File: src/rtl/rdout_tx_pkg.sv
//==============================================================================
// Module : rdout_tx_pkg
// Brief  : Shared defaults, frame constants and types for the readout transmitter.
// Rev    : 1.0  initial release
//==============================================================================
`default_nettype none

package rdout_tx_pkg;

    localparam int           NW        = 8;
    localparam int           DW        = 32;
    localparam int           AW        = 6;
    localparam int           FRAME_LEN = NW + 2;
    localparam logic [7:0]   HDR_TAG   = 8'hA5;
    localparam int           IDX_W     = $clog2(FRAME_LEN);

    typedef enum logic [0:0] {
        IDLE = 1'b0,
        SEND = 1'b1
    } state_t;

    typedef logic [IDX_W-1:0] idx_t;

endpackage

`default_nettype wire

File: src/rtl/rdout_snap_reg.sv
//==============================================================================
// Module : rdout_snap_reg
// Brief  : Shadow capture of est / W_out / addr taken when a frame is triggered.
// Rev    : 1.0  initial release
//==============================================================================
`default_nettype none

module rdout_snap_reg #(
    parameter int NW = rdout_tx_pkg::NW,
    parameter int DW = rdout_tx_pkg::DW,
    parameter int AW = rdout_tx_pkg::AW
) (
    input  logic             clk,
    input  logic             rst_N,
    input  logic             i_load,
    input  logic [DW-1:0]    i_est,
    input  logic [NW*DW-1:0] i_w,
    input  logic [AW-1:0]    i_addr,
    output logic [DW-1:0]    o_est,
    output logic [NW*DW-1:0] o_w,
    output logic [AW-1:0]    o_addr
);
    import rdout_tx_pkg::*;

    logic [DW-1:0]    r_est;
    logic [NW*DW-1:0] r_w;
    logic [AW-1:0]    r_addr;

    always_ff @(posedge clk) begin
        if (!rst_N) begin
            r_est  <= '0;
            r_w    <= '0;
            r_addr <= '0;
        end else if (i_load) begin
            r_est  <= i_est;
            r_w    <= i_w;
            r_addr <= i_addr;
        end
    end

    assign o_est  = r_est;
    assign o_w    = r_w;
    // Load-through view: the header is registered in the capture cycle itself.
    assign o_addr = i_load ? i_addr : r_addr;

endmodule

`default_nettype wire

File: src/rtl/rdout_tx.sv
//==============================================================================
// Module : rdout_tx
// Brief  : Snapshots the readout result and streams it as one valid/ready frame.
// Rev    : 1.0  initial release
//==============================================================================
`default_nettype none

module rdout_tx #(
    parameter int         NW      = rdout_tx_pkg::NW,
    parameter int         DW      = rdout_tx_pkg::DW,
    parameter int         AW      = rdout_tx_pkg::AW,
    parameter logic [7:0] HDR_TAG = rdout_tx_pkg::HDR_TAG
) (
    input  logic             clk,
    input  logic             rst_N,
    input  logic             trig,
    input  logic [DW-1:0]    est,
    input  logic [NW*DW-1:0] W_out,
    input  logic [AW-1:0]    addr,
    output logic [DW-1:0]    tx_data,
    output logic             tx_valid,
    input  logic             tx_ready,
    output logic             tx_last,
    output logic             busy,
    output logic             overrun,
    output logic [15:0]      frame_cnt
);
    import rdout_tx_pkg::*;

    localparam int C_FRAME_LEN = NW + 2;
    localparam int C_IDX_W     = $clog2(C_FRAME_LEN);
    localparam int C_PAD_W     = DW - 16 - AW;

    state_t               r_state;
    logic [C_IDX_W-1:0]   r_idx;
    logic [DW-1:0]        r_data;
    logic                 r_valid;
    logic                 r_last;
    logic                 r_busy;
    logic                 r_overrun;
    logic [15:0]          r_frame_cnt;

    logic [DW-1:0]        w_est_snap;
    logic [NW*DW-1:0]     w_w_snap;
    logic [AW-1:0]        w_addr_hdr;
    logic                 w_hs;
    logic                 w_final_hs;
    logic                 w_accept;
    logic [C_IDX_W-1:0]   w_nxt_idx;
    logic [DW-1:0]        w_nxt_word;
    logic [7:0]           w_hdr_seq;
    logic [DW-1:0]        w_hdr;

    assign w_hs       = r_valid & tx_ready;
    assign w_final_hs = w_hs & r_last;
    assign w_accept   = trig & ((r_state == IDLE) | w_final_hs);
    assign w_nxt_idx  = r_idx + C_IDX_W'(1);

    rdout_snap_reg #(
        .NW (NW),
        .DW (DW),
        .AW (AW)
    ) u_snap (
        .clk    (clk),
        .rst_N  (rst_N),
        .i_load (w_accept),
        .i_est  (est),
        .i_w    (W_out),
        .i_addr (addr),
        .o_est  (w_est_snap),
        .o_w    (w_w_snap),
        .o_addr (w_addr_hdr)
    );

    // A back-to-back header carries the count after the frame just closing.
    assign w_hdr_seq = (r_state == SEND) ? (r_frame_cnt[7:0] + 8'd1) : r_frame_cnt[7:0];
    assign w_hdr     = {HDR_TAG, w_hdr_seq, {C_PAD_W{1'b0}}, w_addr_hdr};

    always_comb begin
        w_nxt_word = w_est_snap;
        for (int i = 0; i < NW; i++) begin
            if (w_nxt_idx == C_IDX_W'(i + 1)) begin
                w_nxt_word = w_w_snap[DW*i +: DW];
            end
        end
    end

    always_ff @(posedge clk) begin
        if (!rst_N) begin
            r_state     <= IDLE;
            r_idx       <= '0;
            r_data      <= '0;
            r_valid     <= 1'b0;
            r_last      <= 1'b0;
            r_busy      <= 1'b0;
            r_overrun   <= 1'b0;
            r_frame_cnt <= '0;
        end else begin
            if (trig && !w_accept) begin
                r_overrun <= 1'b1;
            end
            if (w_final_hs) begin
                r_frame_cnt <= r_frame_cnt + 16'd1;
            end
            case (r_state)
                IDLE: begin
                    if (trig) begin
                        r_state <= SEND;
                        r_idx   <= '0;
                        r_data  <= w_hdr;
                        r_valid <= 1'b1;
                        r_last  <= 1'b0;
                        r_busy  <= 1'b1;
                    end
                end
                SEND: begin
                    if (w_hs) begin
                        if (r_last) begin
                            if (trig) begin
                                r_idx  <= '0;
                                r_data <= w_hdr;
                                r_last <= 1'b0;
                            end else begin
                                r_state <= IDLE;
                                r_valid <= 1'b0;
                                r_last  <= 1'b0;
                                r_busy  <= 1'b0;
                            end
                        end else begin
                            r_idx  <= w_nxt_idx;
                            r_data <= w_nxt_word;
                            r_last <= (w_nxt_idx == C_IDX_W'(C_FRAME_LEN - 1));
                        end
                    end
                end
                default: r_state <= IDLE;
            endcase
        end
    end

    assign tx_data   = r_data;
    assign tx_valid  = r_valid;
    assign tx_last   = r_last;
    assign busy      = r_busy;
    assign overrun   = r_overrun;
    assign frame_cnt = r_frame_cnt;

endmodule

`default_nettype wire

File: config.mk
export PLATFORM = sky130hd
export DESIGN_NAME = rdout_tx
export DESIGN_NICKNAME = d
export VERILOG_FILES = /design/src/rtl/rdout_tx_pkg.sv /design/src/rtl/rdout_snap_reg.sv /design/src/rtl/rdout_tx.sv
export SDC_FILE = /design/constraint.sdc
export NUM_CORES = 1
export LEC_CHECK = 0
export CAP_MARGIN = 20
export CORE_MARGIN = 5
export CORE_UTILIZATION = 30
export CTS_CLUSTER_SIZE = 14
export DETAILED_ROUTE_END_ITERATION = 8
export HOLD_SLACK_MARGIN = 0.1
export PLACE_DENSITY = 0.56
export SYNTH_ARGS = -nofsm -noshare
export SYNTH_HDL_FRONTEND = slang
export SYNTH_HIERARCHICAL = 1
export SYNTH_SLANG_ARGS = --single-unit
File: constraint.sdc
create_clock -name clk -period 4.9 [get_ports clk]
set_input_delay 0.735 -clock clk [delete_from_list [all_inputs] [get_ports clk]]
set_output_delay 0.735 -clock clk [all_outputs]
set_load 0.01 [all_outputs]
==> flow_summary.ini <==
[timing]
fin_crit_sh_pct = 80.3
fin_skew_ps = 13.1
hold_violations = 0
tightest_slew_ps = 1030
min_period_ps = 3940
maxSlewViolCount = 0
max_freq_mhz = 254
setup_viol = 0
fin_tns_setup_ps = 0
slew_headroom_pct = 31.1
rsz0062_at_grt = no

[global_route]
grt_pass1_wl_microns = 88300
grt_usage_pct = 19.5
grt_max_degree = 213
grt_pass1_vias = 13200
antenna_found_initial = 23
grt_overflow = 0

[place]
finalWeightedCongestion = 0.842
hpwl_microns = 46200
port_buffers = 349

[yosys]
yosys.area.top_type = dfxtp_1
netlist_instances = 1639
avgSynthCellArea_sq_um = 10.1
synth_top_cell_area_share_pct = 42.4
yosys-top-cells-count = dfxtp_1 (350), nor2b_1 (295), mux2i_1 (289), nor2_1 (61), clkbuf_1 (58)
synthesis.area_sq_um = 16500
synth_warnings = 6
synth_cell_types = 75
async_flop_share_pct = 0
synth_seq_cells = 350
ys.flop_type = dfxtp_1
yosysMostFrequentCell = dfxtp_1
synth_edf_count = 0
synth_nets = 1942
seq_area_frac_synth_pct = 42.4
synthTopCellsByArea = dfxtp_1 (42%), mux2i_1 (17%), nor2b_1 (11%)

[critical_path]
cp.required_ps = 5390
cp.arrival_ps = 4430
path_max_fanout = 17
max_stage_delay_ps = 900
crit_type = register to register
critPathLaunch = r_idx[0]$_SDFFE_PN0P_
crit_path_cell_trace = ha_1, inv_1, nor3_2, a211oi_1, a2111oi_0, buf_4, a221oi_1, o21ai_1
endpoint_kind = register
worst_r2r_startpoint = r_idx[0]$_SDFFE_PN0P_
critPathSlowestCell = a2111oi_0
critPathLaunchType = register

[clocking]
clk_latency_ps = 560
cts_max_level = 2
cts_inserted_buffers = 43
cts_resized = 0
cts.sinks = 350
cts_max_path_buffers = 3
cts_setup_buffers = 0
cts_tree = built
clk_pin_slew_ps = 60
postCtsHoldBufs = 0
root_buffer = clkbuf_16

[pwr]
fin_total_pwr_mw = 7.41
vdd_ir_drop_max_mv = 0.203
power_density_nw_per_um2 = 341
power.leakage_nw = 8.08

[final_layout]
final_util_pct = 39.7
nets = 2239
drive_gt1_share_pct = 7.53
syn_to_final_growth_pct = 31.7
nFillCells = 5398

[route]
route.detailed.drc = 0
ant_nets = 0
firstDrtPassIters = 6
vias_per_cell = 5.07
drtIter0Drc = 984
vias = 13600
detail_route.wirelength_microns = 61700
avgRoutedWirePerCell_microns = 23.1

[min_path]
hold_start = overrun$_SDFFE_PN0P_
hold_path_class = register to register

[floorplan]
rows = 86
die_area_sq_um = 59900
fp.coreArea_sq_um = 54900
fp.dieW_microns = 245
die_y_microns = 245
io_pins = 350
initial_core_util_pct = 30.1

[flow_run]
maxCapViolCount = 0

[outcome]
status = completed
## registers in the layout, indices dropped and copies added (netlist names)
signal / flops
overrun: 1
r_idx: 4
tx_data: 32
u_snap/o_w: 256
r_state: 1
tx_last: 1
frame_cnt: 16
u_snap/o_est: 32
u_snap/r_addr: 6
busy: 1
## critical path: cells and delay by family, from the launching register on
kind / cells / cell delay, ps
AOI/OAI and AO/OA: 4 / 1360
adders and majority gates: 1 / 630
buffers and inverters: 2 / 560
DFF: 1 / 550
and+or+nand+nor: 1 / 770
## layout make-up
cell class	count	area [sq um]	share of cell area, %
Antenna cell	7	17.5	0.0805
Clock buffer	63	1290	5.94
Clock inverter	12	170	0.782
Inverter	12	52.6	0.241
Multi-Input combinational cell	1147	8570	39.4
Sequential cell	350	7010	32.2
Tap cell	704	881	4.05
Timing Repair Buffer	382	3780	17.4
## worst paths after layout
check,cells past startpoint,slack (ps),to
min,2,490,overrun$_SDFFE_PN0P_
min reg2reg,2,490,overrun$_SDFFE_PN0P_
max,8,960,tx_data[7]$_SDFFE_PN0P_
max reg2reg,8,960,tx_data[7]$_SDFFE_PN0P_
## stage by stage
| stage | cell area (sq um) | std cells | setup WS (ps) | hold WS [ps] |
|---|---|---|---|---|
| after global placement | 20300 | 2594 | 1140 | 482 |
| final | 21800 | 2677 | 963 | 487 |
| after CTS | 21800 | 2670 | 980 | 496 |
| after floorplan | 16500 | 1639 | 2380 | 464 |
| after detailed placement | 20300 | 2595 | 1020 | 484 |
| after global routing | 21800 | 2672 | 797 | 534 |
## cell families (layout without fill, tap and decap cells)
logic type / count (synthesis) / in the layout / share of synthesized area [%]
compound gates: 305 / 305 / 13.9
mux: 308 / 308 / 18.9
simple gates: 511 / 511 / 17.6
buf+inv: 142 / 469 / 5.86
flops: 350 / 350 / 42.4
other cells: 0 / 7 / 0
xor+xnor: 18 / 18 / 0.953
fa+ha+maj: 5 / 5 / 0.378
## power by group
group	leakage [nW]	total [mW]	switching, mW	internal (mW)
sequential	2.87	3.13	0.115	3.01
combinational	4.49	0.976	0.436	0.541
clock	0.721	3.31	1.28	2.03
## placed cells by master (no fill, tap or decap), types with 24 or more instances in the layout
| cell type | n |
|---|---|
| dfxtp_1 | 350 |
| clkdlybuf4s50_1 | 348 |
| nor2b_1 | 295 |
| mux2i_1 | 289 |
| nor2_1 | 61 |
| nand2_1 | 54 |
| clkbuf_16 | 45 |
| o21ai_0 | 38 |
| a21oi_1 | 34 |
| a211oi_1 | 30 |
| buf_4 | 30 |
| a221oi_1 | 24 |
## layer usage
layer | vias to the layer above | GRT usage [%] | wire length [microns]
met2 | 483 | 29.9 | 27500
met1 | 6486 | 27.3 | 28100
li1 | 6488 | - | -
met5 | - | 0 | 162
met4 | 26 | 4.50 | 1280
met3 | 97 | 5.53 | 4770
Power figures use the tool's default switching activity.
